**config.mk**
```make
export PLATFORM = sky130hd
export DESIGN_NAME = t8051_port_bank
export DESIGN_NICKNAME = d
export VERILOG_FILES = /design/src/rtl/t8051_pkg.sv /design/src/rtl/t8051_port.sv /design/src/rtl/t8051_port_bank.sv
export SDC_FILE = /design/constraint.sdc
export NUM_CORES = 1
export LEC_CHECK = 0
export CAP_MARGIN = 20
export CORE_MARGIN = 2
export CORE_UTILIZATION = 49
export CTS_BUF_LIST = sky130_fd_sc_hd__clkbuf_2
export CTS_CLUSTER_DIAMETER = 100
export DETAILED_ROUTE_END_ITERATION = 8
export MAX_ROUTING_LAYER = met4
export PLACE_DENSITY = 0.77
export SETUP_SLACK_MARGIN = 0.3
export SYNTH_ARGS = -nofsm -noshare
export SYNTH_HDL_FRONTEND = slang
export SYNTH_SLANG_ARGS = --single-unit
```
**constraint.sdc**
```tcl
create_clock -name clk -period 6.55 [get_ports clk]
set_input_delay 0.655 -clock clk [delete_from_list [all_inputs] [get_ports clk]]
set_output_delay 0.655 -clock clk [all_outputs]
set_load 0.01 [all_outputs]
```
**src/rtl/t8051_pkg.sv**
```systemverilog
// Shared constants and helpers for the 8051 port bank.
package t8051_pkg;

  // Classic 8051 SFR addresses of P0..P3.
  localparam logic [7:0] P0_ADDR     = 8'h80;
  localparam logic [7:0] P1_ADDR     = 8'h90;
  localparam logic [7:0] P2_ADDR     = 8'hA0;
  localparam logic [7:0] P3_ADDR     = 8'hB0;
  localparam logic [7:0] PORT_STRIDE = 8'h10;

  // Number of bits needed to count up to v-1 (ceil(log2(v))).
  function automatic int clog2(input int v);
    int r;
    r = 0;
    while ((1 << r) < v) r = r + 1;
    return r;
  endfunction

endpackage

```
**src/rtl/t8051_port.sv**
```systemverilog
// One quasi-bidirectional port: output latch, 2-flop input synchroniser,
// timed strong pull-up per bit, and falling-edge event detect.
module t8051_port
  import t8051_pkg::*;
#(
  parameter int WIDTH         = 8,
  parameter int PULLUP_CYCLES = 2
) (
  input  logic             clk,
  input  logic             rst,
  input  logic             i_wr,
  input  logic [WIDTH-1:0] i_wdata,
  input  logic [WIDTH-1:0] i_pin,
  output logic [WIDTH-1:0] o_latch,
  output logic [WIDTH-1:0] o_pin_val,
  output logic [WIDTH-1:0] o_pin_out,
  output logic [WIDTH-1:0] o_pin_oe,
  output logic [WIDTH-1:0] o_fall_evt
);

  // Counter wide enough for PULLUP_CYCLES, never narrower than one bit.
  localparam int CW_RAW = clog2(PULLUP_CYCLES + 1);
  localparam int CW     = (CW_RAW < 1) ? 1 : CW_RAW;
  localparam logic [CW-1:0] LOAD = CW'(PULLUP_CYCLES);

  logic [WIDTH-1:0] r_latch;
  logic [WIDTH-1:0] r_s1;
  logic [WIDTH-1:0] r_s2;
  logic [CW-1:0]    r_cnt [WIDTH];

  // Output latch: written by the core, idles high like an 8051 port.
  always_ff @(posedge clk or posedge rst) begin
    if (rst) r_latch <= '1;
    else if (i_wr) r_latch <= i_wdata;
  end

  // Strong pull-up timers: load on a 0->1 latch write, clear on a 0 write,
  // otherwise count down and hold at zero. A 1-over-1 write does not reload.
  always_ff @(posedge clk or posedge rst) begin
    if (rst) begin
      for (int b = 0; b < WIDTH; b++) r_cnt[b] <= '0;
    end else begin
      for (int b = 0; b < WIDTH; b++) begin
        if (i_wr && i_wdata[b] && !r_latch[b]) r_cnt[b] <= LOAD;
        else if (i_wr && !i_wdata[b])          r_cnt[b] <= '0;
        else if (r_cnt[b] != '0)               r_cnt[b] <= r_cnt[b] - CW'(1);
      end
    end
  end

  // Two-flop synchroniser for the asynchronous pad inputs; idles high.
  always_ff @(posedge clk or posedge rst) begin
    if (rst) begin
      r_s1 <= '1;
      r_s2 <= '1;
    end else begin
      r_s1 <= i_pin;
      r_s2 <= r_s1;
    end
  end

  // Pad drive from registered state: low latch drives 0, a running timer
  // drives 1 strongly, otherwise the pad is left to the weak pull-up.
  always_comb begin
    for (int b = 0; b < WIDTH; b++) begin
      o_pin_oe[b] = ~r_latch[b] | (r_cnt[b] != '0);
    end
  end

  assign o_pin_out  = r_latch;
  assign o_latch    = r_latch;
  assign o_pin_val  = r_s2;
  assign o_fall_evt = r_s2 & ~r_s1;

endmodule

```
**src/rtl/t8051_port_bank.sv**
```systemverilog
// Bank of NUM_PORTS quasi-bidirectional ports on the SFR bus.
// Bus protocol: i_sfr_wr / i_sfr_rd are single-cycle strobes qualified by
// a decoded i_sfr_addr; there is no backpressure. A read strobe returns data
// in o_sfr_rdata after the next clock edge; o_sfr_rdata is 0 in any cycle
// not following a decoded read.
module t8051_port_bank
  import t8051_pkg::*;
#(
  parameter int          NUM_PORTS     = 4,
  parameter int          WIDTH         = 8,
  parameter logic [7:0]  BASE_ADDR     = P0_ADDR,
  parameter logic [7:0]  ADDR_STRIDE   = PORT_STRIDE,
  parameter int          PULLUP_CYCLES = 2
) (
  input  logic                       clk,
  input  logic                       rst,
  input  logic [7:0]                 i_sfr_addr,
  input  logic                       i_sfr_wr,
  input  logic [WIDTH-1:0]           i_sfr_wdata,
  input  logic                       i_sfr_rd,
  input  logic                       i_sfr_rmw,
  output logic                       o_sfr_hit,
  output logic [WIDTH-1:0]           o_sfr_rdata,
  input  logic [NUM_PORTS*WIDTH-1:0] i_pin_in,
  output logic [NUM_PORTS*WIDTH-1:0] o_pin_out,
  output logic [NUM_PORTS*WIDTH-1:0] o_pin_oe,
  output logic [NUM_PORTS*WIDTH-1:0] o_fall_evt
);

  logic [NUM_PORTS-1:0] w_sel;
  logic [WIDTH-1:0]     w_latch   [NUM_PORTS];
  logic [WIDTH-1:0]     w_pin_val [NUM_PORTS];
  logic [WIDTH-1:0]     w_rd_val;
  logic [WIDTH-1:0]     r_rdata;

  for (genvar k = 0; k < NUM_PORTS; k++) begin : g_port
    localparam logic [7:0] ADDR_K = 8'(int'(BASE_ADDR) + k * int'(ADDR_STRIDE));

    assign w_sel[k] = (i_sfr_addr == ADDR_K);

    t8051_port #(
      .WIDTH         (WIDTH),
      .PULLUP_CYCLES (PULLUP_CYCLES)
    ) u_port (
      .clk        (clk),
      .rst        (rst),
      .i_wr       (i_sfr_wr & w_sel[k]),
      .i_wdata    (i_sfr_wdata),
      .i_pin      (i_pin_in[k*WIDTH +: WIDTH]),
      .o_latch    (w_latch[k]),
      .o_pin_val  (w_pin_val[k]),
      .o_pin_out  (o_pin_out[k*WIDTH +: WIDTH]),
      .o_pin_oe   (o_pin_oe[k*WIDTH +: WIDTH]),
      .o_fall_evt (o_fall_evt[k*WIDTH +: WIDTH])
    );
  end

  assign o_sfr_hit = |w_sel;

  // Read mux: RMW instructions see the latch, plain reads see the pins.
  always_comb begin
    w_rd_val = '0;
    for (int k = 0; k < NUM_PORTS; k++) begin
      if (w_sel[k]) w_rd_val = i_sfr_rmw ? w_latch[k] : w_pin_val[k];
    end
  end

  // Registered read data; pre-write value on a same-cycle read+write.
  always_ff @(posedge clk or posedge rst) begin
    if (rst) r_rdata <= '0;
    else if (i_sfr_rd && o_sfr_hit) r_rdata <= w_rd_val;
    else r_rdata <= '0;
  end

  assign o_sfr_rdata = r_rdata;

endmodule
```
==> impl_results.md <==
* Status: finished clean
* Final hold vios at 0
* Worst hold path type: in2reg
* Die height at 128.4 µm
* Total I/O pin count at around 160
* Slew Viols, Final at 0
* GR Layer Usage met2 at between 30 and 40%
* Sequential-to-total area share from yosys stat at between 50% and 60%
* Achievable frequency at approximately 340 MHz
* Starting density of the core at between 50% and 60%
* Post-CTS sizing at 0
* PortBufs at between 150 and 200
* CORE AREA at about 15000 µm²
* Worst skew pair latency at 0.73 ns
* Via count at 5344
* Setup TNS at 0 ns
* # diodes at 0
* First-pass GRT wire length at between 20 and 30 mm
* Cell accounting for the most synthesized area: dfstp_2
* CTS H-Tree Depth at 4
* Setup CP Type: in2out
* Root buf cell: clkbuf_2
* Delay of the slowest critical-path stage at approximately 0.53 ns
* CP required at 5.89 ns
* Drt total wl at between 15 and 20 mm
* # fillers at 1144
* Overflow after GRT at 0
* Routed length per instance at 17.19 µm
* Largest net degree at the start of global routing at ~110
* CTS buffer count at 17
* Syn Inst Count at ~640
* Die Wd at between 100 and 150 µm
* Vias in the first global route at roughly 5500
* Least-Margin Pin Slew at ~0.99 ns
* Row count at 45
* Synth warn at 0
* Max_cap viols at 0
* Total setup buffers inserted after CTS at 0
* Antenna violations before repair at 0
* Final Skew at roughly 0.019 ns
* Drt drc at 0
* CP max stage cell: clkdlybuf4s50_1
* Post-synth top flop: dfstp_2
* Cell breakdown of the critical path: clkdlybuf4s50_1, nor4_4, and2_1, clkdlybuf4s50_1
* Max Root-Sink Buffers at 2
* Mapped Avg Cell Area at about 12 µm²
* EDFF count, synth at 0
* Drt first pass iters at 4
* Nets@finish at a little under 900
* Layout cells sized above 1 at about 22%
* Ys async rst share at 100.0%
* Dpl hpwl at approximately 12 mm
* Yosys reg bits at between 150 and 200
* GRT met3 Usage at under 10%
* Worst EP arrival at about 2.3 ns
* Synth top area share at 33.26%
* Synthesized area at between 7000 and 8000 µm²
* Dpl ws at ~3.2 ns
* Synthesized net count at 728
* Gr busiest metal: met2
* Area contributors post-synth: dfstp_2, dfrtp_1, ha_1
* Final WS setup at ~3.6 ns
* Worst path most repeated cell: clkdlybuf4s50_1
* Power Density at roughly 340 nW/µm²
* CP startpoint kind: primary input
* Yosys cell types at 33
* Post-DR vias/cell at about 5.4
* Final min period at 2.969 ns
* Critical-path maximum fanout at 7
* Clock transition at the registers of the reported paths at about 0.22 ns
* Post-route ant nets at 0
* Rel. slew slack at approximately a third
* Die ar. at about 16000 µm²
* CP Capture Type: output port
* GRT met1 Usage at 28.33%
* Tcrit/Tclk final at 45.33%
* Leakage at 4.239 nW
* CTS sink count at 168
* Count of hold-fix buffers inserted at cts at 0
* RSZ-0062 raised after global routing: false
* GRT Resource Usage Total at 22.24%
* CTS tree: done
* Initial DRC Count at around 340
* Area growth syn-to-layout at 26.48%
* Final setup fails at 0
* Peak supply drop at 0.1902 mV
* Gp weighted congestion at 0.7677
==> worst paths after layout <==
path	slack, ns	from	to	cells past startpoint
setup / recovery	3.58	i_sfr_addr[1]	o_sfr_hit	4
hold / removal	0.30	i_pin_in[13]	g_port[1].u_port.r_s1[5]	1
setup reg to reg	4.84	g_port[1].u_port.o_latch[0]	o_sfr_rdata[0]	3
hold reg to reg	0.36	g_port[3].u_port.r_s1[1]	g_port[3].u_port.o_pin_val[1]	0
max in group asynchronous	4.73	rst	g_port[1].u_port.r_cnt[14]	3
min in group asynchronous	0.50	rst	g_port[0].u_port.r_cnt[15]	2
==> cells in the final DEF (no fill, tap or decap), types with 2 or more instances in the layout <==
| master | count |
|---|---|
| ha_1 | 32 |
| a2111oi_0 | 7 |
| clkinv_4 | 2 |
| xor2_1 | 32 |
| buf_4 | 5 |
| o221ai_1 | 17 |
| inv_6 | 2 |
| clkdlybuf4s50_1 | 156 |
| clkbuf_2 | 19 |
| nand2_1 | 49 |
| mux2i_1 | 24 |
| mux4_2 | 7 |
| bufinv_16 | 4 |
| nor2_1 | 55 |
| dfrtp_1 | 72 |
| mux2_2 | 33 |
| nor2b_1 | 40 |
| a211oi_1 | 8 |
| o22a_1 | 15 |
| o21a_1 | 17 |
| dfstp_2 | 96 |
| clkinv_2 | 4 |
| inv_1 | 64 |
| a21oi_1 | 32 |
==> sequential cells by signal (all words and copies together) (netlist names) <==
register / count
g_port.u_port.r_cnt: 64
g_port.u_port.o_latch: 32
g_port.u_port.o_pin_val: 32
g_port.u_port.r_s1: 32
o_sfr_rdata: 8
==> per-layer routing <==
| layer | part of all wire, % | up-vias |
|---|---|---|
| met5 | 0 | - |
| met4 | 2.2 | 0 |
| met3 | 5.6 | 29 |
| met2 | 51 | 158 |
| met1 | 42 | 2663 |
| li1 | - | 2494 |
==> critical path, delay by kind of cell <==
family | cells | cell delay, ns
buffers and inverters | 2 | 0.97
AND/OR/NAND/NOR | 2 | 0.68
==> cell type report <==
cell class / count / area [µm²] / area share (%)
Clock buffer: 19 / 95.09 / 0.9914
Clock inverter: 13 / 177.7 / 1.852
Inverter: 65 / 249.0 / 2.596
Multi-Input combinational cell: 381 / 2892 / 30.15
Sequential cell: 168 / 4324 / 45.08
Tap cell: 188 / 235.2 / 2.452
Timing Repair Buffer: 163 / 1619 / 16.88
==> logic make-up after synthesis <==
| family | after synthesis | synth area share [%] |
|---|---|---|
| buf+inv | 94 | 4.851 |
| xor+xnor | 32 | 3.696 |
| simple gates | 155 | 9.702 |
| mux | 64 | 10.15 |
| fa+ha+maj | 32 | 5.280 |
| flops | 168 | 57.02 |
| compound gates | 98 | 9.305 |
==> cell usage after synthesis (all sizes together), types with 7 or more instances <==
master,instances
xor2,32
nor2b,40
a211oi,8
nand2,49
dfrtp,72
mux2i,24
dfstp,96
nor2,55
a2111oi,7
mux2,33
a21oi,32
inv,65
mux4,7
ha,32
o22a,15
o21a,17
buf,10
clkbuf,19
o221ai,17
==> per-stage QoR <==
| stage | instances | total power [mW] | hold slack [ns] | cell area (µm²) | util [%] |
|---|---|---|---|---|---|
| 6_report | 997 | 3.273 | 0.2975 | 9592 | 63.33 |
| 5_1_grt | 997 | 3.532 | 0.1874 | 9592 | 63.33 |
| 4_1_cts | 997 | 3.312 | 0.2236 | 9592 | 63.33 |
| 3_5_place_dp | 965 | 2.695 | 0.3563 | 9319 | 61.53 |
| 3_3_place_gp | 964 | 2.542 | 0.3547 | 9304 | 61.43 |
| 2_1_floorplan | 643 | 2.362 | 0.3541 | 7584 | - |
==> where the power goes <==
group	leakage (nW)	switching, mW	internal [mW]	total [mW]
sequential	1.87	0.140	1.32	1.46
clock	0.166	0.353	0.253	0.605
combinational	2.21	0.588	0.622	1.21
(Power assumes the default switching activity.)
